<file path="config.mk">
export PLATFORM = sky130hd
export DESIGN_NAME = qdu_iter
export DESIGN_NICKNAME = d
export VERILOG_FILES = /design/src/rtl/qdu_iter_pkg.sv /design/src/rtl/qdu_iter_step.sv /design/src/rtl/qdu_iter.sv
export SDC_FILE = /design/constraint.sdc
export NUM_CORES = 1
export LEC_CHECK = 0
export CAP_MARGIN = 10
export CORE_MARGIN = 4
export CORE_UTILIZATION = 25
export DETAILED_ROUTE_END_ITERATION = 8
export PLACE_DENSITY = 0.44
export SYNTH_ARGS = -nofsm -noshare
export SYNTH_HDL_FRONTEND = slang
export SYNTH_HIERARCHICAL = 1
export SYNTH_SLANG_ARGS = --single-unit
</file>
<file path="constraint.sdc">
create_clock -name clk -period 4.3 [get_ports clk]
set_input_delay 1.075 -clock clk [delete_from_list [all_inputs] [get_ports clk]]
set_output_delay 1.075 -clock clk [all_outputs]
set_load 0.02 [all_outputs]
</file>
<file path="src/rtl/qdu_iter_pkg.sv">
// Shared definitions for the iterative quotient/remainder unit: divctl encodings,
// FSM states and the iteration-counter width helper.
package qdu_iter_pkg;

  typedef enum logic [1:0] {
    OP_DIV  = 2'b00,
    OP_DIVU = 2'b01,
    OP_REM  = 2'b10,
    OP_REMU = 2'b11
  } qdu_op_e;

  typedef enum logic [2:0] {
    S_IDLE,
    S_PREP,
    S_ITER,
    S_FIXUP,
    S_DONE
  } qdu_state_e;

  function automatic int qdu_cnt_width(input int xlen, input int bpc);
    return $clog2(xlen / bpc) + 1;
  endfunction

endpackage

</file>
<file path="src/rtl/qdu_iter_step.sv">
// One restoring-division step: trial-subtract the divisor from the shifted partial
// remainder and keep the difference when it does not go negative.
module qdu_step #(
  parameter int W = 32
) (
  input  logic [W:0]   rem_in,
  input  logic [W-1:0] divisor,
  output logic [W-1:0] rem_out,
  output logic         qbit
);

  logic [W:0] diff;

  assign diff    = rem_in - {1'b0, divisor};
  assign qbit    = ~diff[W];
  assign rem_out = qbit ? diff[W-1:0] : rem_in[W-1:0];

endmodule

</file>
<file path="src/rtl/qdu_iter.sv">
// Iterative RV M-extension divide/remainder unit with valid/ready on both sides.
// Optional QDU_RESULT_CACHE_EN keeps the last result so a matching DIV/REM pair finishes early.
module qdu_iter
  import qdu_iter_pkg::*;
#(
  parameter int XLEN           = 32,
  parameter int BITS_PER_CYCLE = 1
) (
  input  logic            clk,
  input  logic            rst_n,
  input  logic            in_valid,
  output logic            in_ready,
  input  logic [XLEN-1:0] a,
  input  logic [XLEN-1:0] b,
  input  logic [1:0]      divctl,
  input  logic            flush,
  output logic            out_valid,
  input  logic            out_ready,
  output logic [XLEN-1:0] res,
  output logic            busy
);

  localparam int NITER = XLEN / BITS_PER_CYCLE;
  localparam int CW    = qdu_cnt_width(XLEN, BITS_PER_CYCLE);

  qdu_state_e state_q, state_d;

  logic [XLEN-1:0] a_q, b_q, quo_q, rem_q, div_q, res_q;
  logic [1:0]      ctl_q;
  logic            negq_q, negr_q;
  logic [CW-1:0]   cnt_q;

  logic            accept, b_zero, ovf, special, cache_hit;
  logic [XLEN-1:0] sp_q, sp_r, hit_res, fix_q, fix_r, a_abs, b_abs;
  logic            sgn_q;

  assign in_ready  = (state_q == S_IDLE);
  assign out_valid = (state_q == S_DONE);
  assign busy      = (state_q != S_IDLE);
  assign res       = res_q;

  assign accept  = in_valid & in_ready & ~flush;
  assign b_zero  = (b == '0);
  assign ovf     = ~divctl[0] & (a == {1'b1, {(XLEN-1){1'b0}}}) & (b == '1);
  assign special = b_zero | ovf;
  assign sp_q    = b_zero ? '1 : a;
  assign sp_r    = b_zero ? a : '0;

  assign sgn_q = ~ctl_q[0];
  assign a_abs = (sgn_q & a_q[XLEN-1]) ? -a_q : a_q;
  assign b_abs = (sgn_q & b_q[XLEN-1]) ? -b_q : b_q;
  assign fix_q = negq_q ? -quo_q : quo_q;
  assign fix_r = negr_q ? -rem_q : rem_q;

  // Step chain: quo_q holds the not-yet-consumed dividend bits, MSB first, and
  // fills with quotient bits from the bottom as they are retired.
  for (genvar g = 0; g < BITS_PER_CYCLE; g++) begin : stg
    logic [XLEN-1:0] r_i, q_i, r_o, q_o;
    logic            qb;
    if (g == 0) begin : g_first
      assign r_i = rem_q;
      assign q_i = quo_q;
    end else begin : g_next
      assign r_i = stg[g-1].r_o;
      assign q_i = stg[g-1].q_o;
    end
    qdu_step #(.W(XLEN)) u_step (
      .rem_in  ({r_i, q_i[XLEN-1]}),
      .divisor (div_q),
      .rem_out (r_o),
      .qbit    (qb)
    );
    assign q_o = {q_i[XLEN-2:0], qb};
  end

`ifdef QDU_RESULT_CACHE_EN
  logic            c_vld, c_u, c_wr, w_u;
  logic [XLEN-1:0] c_a, c_b, c_q, c_r, w_a, w_b, w_q, w_r;

  always_comb begin
    c_wr = 1'b0;
    w_a  = a;
    w_b  = b;
    w_u  = divctl[0];
    w_q  = sp_q;
    w_r  = sp_r;
    if (state_q == S_FIXUP) begin
      c_wr = ~flush;
      w_a  = a_q;
      w_b  = b_q;
      w_u  = ctl_q[0];
      w_q  = fix_q;
      w_r  = fix_r;
    end else if (accept & special) begin
      c_wr = 1'b1;
    end
  end

  always_ff @(posedge clk or negedge rst_n) begin
    if (!rst_n) begin
      c_vld <= 1'b0;
      c_u   <= 1'b0;
      c_a   <= '0;
      c_b   <= '0;
      c_q   <= '0;
      c_r   <= '0;
    end else if (flush) begin
      c_vld <= 1'b0;
    end else if (c_wr) begin
      c_vld <= 1'b1;
      c_u   <= w_u;
      c_a   <= w_a;
      c_b   <= w_b;
      c_q   <= w_q;
      c_r   <= w_r;
    end
  end

  assign cache_hit = c_vld & (a == c_a) & (b == c_b) & (divctl[0] == c_u);
  assign hit_res   = divctl[1] ? c_r : c_q;
`else
  assign cache_hit = 1'b0;
  assign hit_res   = '0;
`endif

  always_ff @(posedge clk or negedge rst_n) begin
    if (!rst_n) state_q <= S_IDLE;
    else        state_q <= state_d;
  end

  always_comb begin
    state_d = state_q;
    case (state_q)
      S_IDLE:  if (accept) state_d = (special | cache_hit) ? S_DONE : S_PREP;
      S_PREP:  state_d = S_ITER;
      S_ITER:  if (cnt_q == '0) state_d = S_FIXUP;
      S_FIXUP: state_d = S_DONE;
      S_DONE:  if (out_ready) state_d = S_IDLE;
      default: state_d = S_IDLE;
    endcase
    if (flush) state_d = S_IDLE;
  end

  always_ff @(posedge clk or negedge rst_n) begin
    if (!rst_n) begin
      a_q    <= '0;
      b_q    <= '0;
      ctl_q  <= '0;
      quo_q  <= '0;
      rem_q  <= '0;
      div_q  <= '0;
      negq_q <= 1'b0;
      negr_q <= 1'b0;
      cnt_q  <= '0;
      res_q  <= '0;
    end else if (!flush) begin
      case (state_q)
        S_IDLE: if (accept) begin
          a_q   <= a;
          b_q   <= b;
          ctl_q <= divctl;
          if (special)        res_q <= divctl[1] ? sp_r : sp_q;
          else if (cache_hit) res_q <= hit_res;
        end
        S_PREP: begin
          quo_q  <= a_abs;
          rem_q  <= '0;
          div_q  <= b_abs;
          negq_q <= sgn_q & (a_q[XLEN-1] ^ b_q[XLEN-1]);
          negr_q <= sgn_q & a_q[XLEN-1];
          cnt_q  <= CW'(NITER - 1);
        end
        S_ITER: begin
          rem_q <= stg[BITS_PER_CYCLE-1].r_o;
          quo_q <= stg[BITS_PER_CYCLE-1].q_o;
          cnt_q <= cnt_q - 1'b1;
        end
        S_FIXUP: res_q <= ctl_q[1] ? fix_r : fix_q;
        default: ;
      endcase
    end
  end

endmodule
</file>
=== Word-level counts from Yosys, hierarchy flattened ===
Cells that the tools add are included.

* Add/subtract/negate cells: 6
* Equal/unequal tests: 11
* Mux-type cells: 21
* Bitwise logic cells: 13
* Reduce and logical (&&, ||, !) cells: 11

{| class="wikitable"
|+ Operators with widths
! kind !! count
|-
| $mux 32 || 11
|-
| $pmux 32 s2 || 3
|-
| $neg 32->32 || 4
|-
| $eq 32x32->1 const B || 2
|-
| $sub 33x32->33 || 1
|-
| $logic_not 32->1 || 1
|-
| $mux 3 || 5
|-
| $pmux 3 s5 || 1
|-
| $pmux 6 s2 || 1
|-
| $and 1x1->1 || 7
|-
| $eq 3x2->1 const B || 2
|-
| $logic_not 6->1 || 1
|-
| $reduce_and 3->1 || 2
|-
| $sub 6x1->6 const B || 1
|-
| $ne 2x1->1 const B || 2
|-
| $not 1->1 || 4
|-
| $reduce_and 2->1 || 2
|-
| $reduce_and 4->1 || 1
|-
| $reduce_bool 2->1 || 2
|-
| $eq 3x1->1 const B || 1
|-
| $eq 3x3->1 const B || 1
|-
| $logic_not 3->1 || 1
|-
| $ne 3x1->1 const B || 1
|-
| $ne 3x2->1 const B || 1
|-
| 4 further kinds || 4
|}

* Register bits: 205
* Input bits: 71
* Output and inout port bits: 35
* Word-level logic and storage cells: 73

=== Depth between registers and ports, before layout ===
* Depth in word-level cells: 8
* Depth in mapped cells: 16
* Mapped depth without buffers: 14

=== Hierarchy ===
Netlist, hierarchy kept.

{| class="wikitable"
|+ By module, submodules not included
! module !! times used !! cells an instance !! area each (um2)
|-
| qdu_iter || 1 || 1228 || 11828.8
|-
| qdu_step || 1 || 305 || 2366.0
|}

=== Worst setup path before layout ===
Ideal clock, no wire load.

* Kind: register to register
* From: reg quo_q[31]
* To: reg rem_q[10]
* Data arrival time: 3.390 ns
* Path slack: 0.789 ns
* Cell stages (with the launch flop): 17
* Buffers on the path: 2
* Period minus slack after synthesis: 3.511 ns
* Cells stage by stage: dfrtp_1 inv_1 ha_1 fa_1 and2b_2 o2111ai_2 a21oi_2 o2111ai_1 a211oi_2 nor2_4 mux2i_4 and2_4 buf_12 inv_8 buf_12 mux2_4 a22o_2

* Word-level cells in the longest chain between the ends: 3

{| class="wikitable"
|+ RTL lines
! element !! RTL line !! text
|-
| start: declaration || qdu_iter.sv:28 || <nowiki>logic [XLEN-1:0] a_q, b_q, quo_q, rem_q, div_q, res_q;</nowiki>
|-
| start signal: assignment || qdu_iter.sv:166 || <nowiki>quo_q <= a_abs;</nowiki>
|-
| start signal: assignment || qdu_iter.sv:175 || <nowiki>quo_q <= stg[BITS_PER_CYCLE-1].q_o;</nowiki>
|-
| $sub 33x32->33 || qdu_iter_step.sv:14 || <nowiki>assign diff = rem_in - {1'b0, divisor};</nowiki>
|-
| $mux 32 || qdu_iter_step.sv:16 || <nowiki>assign rem_out = qbit ? diff[W-1:0] : rem_in[W-1:0];</nowiki>
|-
| via stg[0].r_o[10] || qdu_iter.sv:58 || <nowiki>logic [XLEN-1:0] r_i, q_i, r_o, q_o;</nowiki>
|-
| $pmux 32 s2 || qdu_iter.sv:157 || <nowiki>case (state_q)</nowiki>
|-
| end signal: assignment || qdu_iter.sv:174 || <nowiki>rem_q <= stg[BITS_PER_CYCLE-1].r_o;</nowiki>
|-
| end: declaration || qdu_iter.sv:28 ||
|}

The timed path passes the listed nets, and every way through them passes these cells.
A chain may end at the register's enable or synchronous reset.

=== Worst setup path after layout ===
* From: reg rem_q[0]
* To: reg rem_q[3]

* Word-level cells in the longest chain between the ends: 3

{| class="wikitable"
|+ RTL lines
! element !! RTL line
|-
| $sub 33x32->33 || qdu_iter_step.sv:14
|-
| $mux 32 || qdu_iter_step.sv:16
|-
| via stg[0].r_o[3] || qdu_iter.sv:58
|-
| $pmux 32 s2 || qdu_iter.sv:157
|}

The timed path passes the listed nets, and every way through them passes these cells.

==> impl_summary.log <==
[metrics] run status: finished clean
[metrics] unrepaired setup endpoints after global routing: false
[metrics] detailed router's first-iteration violation count: 918
[metrics] Critical Path RT: 4.73 ns
[metrics] CP bufs+invs: 2
[metrics] total of hold buffers inserted after clock tree synthesis: 0
[metrics] gate count after technology mapping: between 1.5k and 2k
[metrics] antenna viol nets, final: 0
[metrics] endpoint with the worst hold slack: div_q[15]$_DFFE_PN0P_
[metrics] post-route DRC violation count: 0
[metrics] global-route wire length before repair: 78,000 um
[metrics] core box area: around 0.056 mm^2
[metrics] final critical-path required period: 3.69 ns
[metrics] VDD IR-drop max: roughly 0.37 mV
[metrics] prevailing post-synth register cell: dfrtp_1
[metrics] post-synthesis area per instance: roughly 9.3 um^2
[metrics] Cell Rows: 87
[metrics] IO Port Bufs: around 110
[metrics] Ys Warns: 6
[metrics] smallest setup slack after layout: ~0.6 ns
[metrics] pin count of the biggest net entering global routing: between 100 and 150
[metrics] post-DR wirelength/cell: ~21 um
[metrics] Post-Syn Nets: 1,643
[metrics] overall track demand over capacity in global routing: 16.6%
[metrics] largest area contributor in the netlist: dfrtp_1
[metrics] most common library cells after synthesis: dfrtp_1 (205), o21ai_0 (129), nand2_1 (115)
[metrics] worst-case clock buffer depth: 3
[metrics] number of post-CTS setup repair buffers: 0
[metrics] slew margin rel.: ~31%
[metrics] nature of the critical path startpoint: flop
[metrics] Synth Cell Area: roughly 0.014 mm^2
[metrics] final net count: 1,724
[metrics] final total negative setup slack: 0 ns
[metrics] Worst R2R Setup Slack: 0.61 ns
[metrics] top-level port count: approximately 110
[metrics] # setup viols final: 0
[metrics] Worst Path Arrival: 4.12 ns
[metrics] power density of the placed cells: roughly 900 mW/mm^2
[metrics] final weighted congestion of routability-driven global placement: 0.856
[metrics] initial core utilization: ~25%
[metrics] crit-path max FO: 24
[metrics] Vert. Die Dim: 246 um
[metrics] cells along the critical path: inv_1, fa_1, and2b_2, o2111ai_2, a21oi_2, o2111ai_1, a211oi_2, nor2_4, mux2i_4, and2_4, inv_8, mux2_2, a22o_1
[metrics] Worst Hold Launch: div_q[15]$_DFFE_PN0P_
[metrics] Leakage: roughly 0.0069 uW
[metrics] number of max-cap violations: 0
[metrics] Post-CTS Resized: 0
[metrics] Synth async-reset ratio: 100%
[metrics] detailed placement HPWL: 38,900 um
[metrics] Hold WC Path Type: reg2reg
[metrics] drt pass-1 iters: 7
[metrics] area of the die: slightly above 0.06 mm^2
[metrics] Yosys reg bits: around 200
[metrics] Avg Vias per Cell: 5.16
[metrics] CP endpoint kind: flop
[metrics] total clock buffers created by CTS: 25
[metrics] worst slack, placed: about 0.29 ns
[metrics] dominant cells by area after synthesis: dfrtp_1 (36%), mux2_2 (5.9%), o21ai_0 (4.5%)
[metrics] fraction of layout instances using a drive strength above 1: 13.9%
[metrics] post-route clock period utilization: 85.9%
[metrics] Largest stage delay, worst path: 0.51 ns
[metrics] routed wire length: about 50,000 um
[metrics] depth of the worst register-to-register path: 13
[metrics] CTS H-Tree Depth: 1
[metrics] layout overhead on the synthesized area: 18.8%
[metrics] Netlist cell types: between 90 and 100
[metrics] width of the die: 246 um
[metrics] worst reg2reg path endpoint: rem_q[3]$_DFFE_PN0P_
[metrics] clock slew at the register clock pins of the worst setup and hold paths: 0.06 ns
[metrics] Cell Count Post-Placement: 2,342
[metrics] cell family with most CP delay: compound AO/OA/AOI/OAI gates
[metrics] portion of the post-synthesis area used by sequential elements: 36.1%
[metrics] Hold Path Depth: 2
[metrics] clock skew: 0.0100 ns
[metrics] leftover overflow at the end of global routing: 0
[metrics] non-filler cells in the finished layout: about 2.4k
[metrics] number of antenna violations at the first check in global routing: 1
[metrics] count of flip-flops with a built-in enable after synthesis: 0
[metrics] worst slew pin tran: 1.04 ns
[metrics] Fmax: 271 MHz
[metrics] Max Transition Viols Final: 0
[metrics] sinks on the clock net: 205
[metrics] total via count after detailed routing: 12.3k
[metrics] total number of cells along the worst setup path: 13
[metrics] clk_lat worst skew: 0.54 ns
[metrics] Max stage delay cell, worst path: dfrtp_1
[metrics] master cell of the clock root buffer: clkbuf_16
[metrics] TritonCTS clock tree: built
[metrics] type of the setup path with the least slack: reg2reg
[metrics] most used standard cell by instance count after synthesis: dfrtp_1
[metrics] Reg-to-Reg Start: rem_q[0]$_DFFE_PN0P_
[metrics] vias in the first global route: 12.2k
[metrics] area share of the largest cell type after synthesis: 36.1%
[metrics] count of endpoints failing hold in the final timing report: 0
[flip-flops by register name, summed over array words and instances (netlist names), 2 cells and up]
signal / cells
a_q: 32
b_q: 32
div_q: 32
quo_q: 32
rem_q: 32
res: 32
cnt_q: 6
state_q: 3
ctl_q: 2
[final cells by class]
cell class / count / area, um^2
diodes: 2 / 5.00
clock buffers: 31 / 698
clock inverters: 13 / 124
fillers: 5945 / 39400
inverters: 60 / 233
multi-input cells: 1178 / 8330
flip-flops and latches: 205 / 5130
well taps: 756 / 946
repair buffers: 144 / 1390
[layout by cell type, fill, tap and decap left out, types with 19 or more instances in the layout]
cell type        synthesis  final
nor3_1                  31     31
or3_1                   22     22
mux2_4                  19     19
nand3_1                 29     28
clkdlybuf4s50_1          0    104
o21ai_0                129    129
xor2_1                  73     73
mux2_2                  75     75
ha_1                    38     38
dfrtp_1                205    205
o31ai_1                 32     32
clkbuf_16                0     25
nand4_1                 20     20
nor2_1                  93     92
nand2_1                115    113
xnor2_1                 65     65
a22o_1                  33     33
a21oi_1                 95     95
buf_4                    4     36
inv_1                   59     59
nor4_1                  32     32
[worst max-delay path by stage]
stage                           from                     to  slack, ns
2_1_floorplan  quo_q[31]$_DFFE_PN0P_  rem_q[10]$_DFFE_PN0P_       0.79
3_3_place_gp                   a[14]    res[29]$_DFFE_PN0P_       0.32
3_5_place_dp                   a[14]    res[29]$_DFFE_PN0P_       0.29
4_1_cts         rem_q[0]$_DFFE_PN0P_   rem_q[3]$_DFFE_PN0P_       0.57
5_1_grt         rem_q[0]$_DFFE_PN0P_   rem_q[3]$_DFFE_PN0P_       0.36
6_report        rem_q[0]$_DFFE_PN0P_   rem_q[3]$_DFFE_PN0P_       0.61
[report_power, final]
part	leakage [uW]	internal [uW]	switching [uW]
combinational	0.00395	3980	4910
sequential	0.00256	2800	1340
clock	0.000409	1270	888
[metal layers]
layer,share of wire (%),vias up,GRT usage (%)
met5,0.025,-,0
met4,2.2,2,4.02
met3,5.2,54,2.23
met2,44,311,25.4
met1,49,6131,24.7
li1,-,5832,-
[logic make-up (layout without fill, tap and decap cells)]
group | count (synthesis) | after routing | synth area share (%)
multiplexers | 105 | 105 | 8.82
AO/OA/AOI/OAI | 445 | 445 | 20.7
AND/OR/NAND/NOR | 440 | 440 | 16.3
flip-flops | 205 | 205 | 36.1
other | 0 | 2 | 0
XOR/XNOR | 138 | 138 | 8.51
adder cells (fa/ha/maj) | 50 | 50 | 4.27
buffers and inverters | 150 | 248 | 5.32
[per-stage QoR]
stage / instance area [um^2] / hold WS (ns) / util, % / power, uW
after detailed placement: 16000 / 0.473 / 28.4 / 13000
after CTS: 16800 / 0.488 / 29.9 / 15200
final: 16900 / 0.480 / 30.0 / 15200
after global routing: 16900 / 0.507 / 30.0 / 16400
after floorplan: 14200 / 0.450 / - / 10600
after global placement: 16000 / 0.470 / 28.4 / 13000
[worst min-delay path, cell delays in order, from the launching register on]
cell and delay [ns]:
dfrtp_1 0.34, nand2_1 0.05, o21ai_0 0.06
No activity file was read; power rests on OpenSTA's default activity.
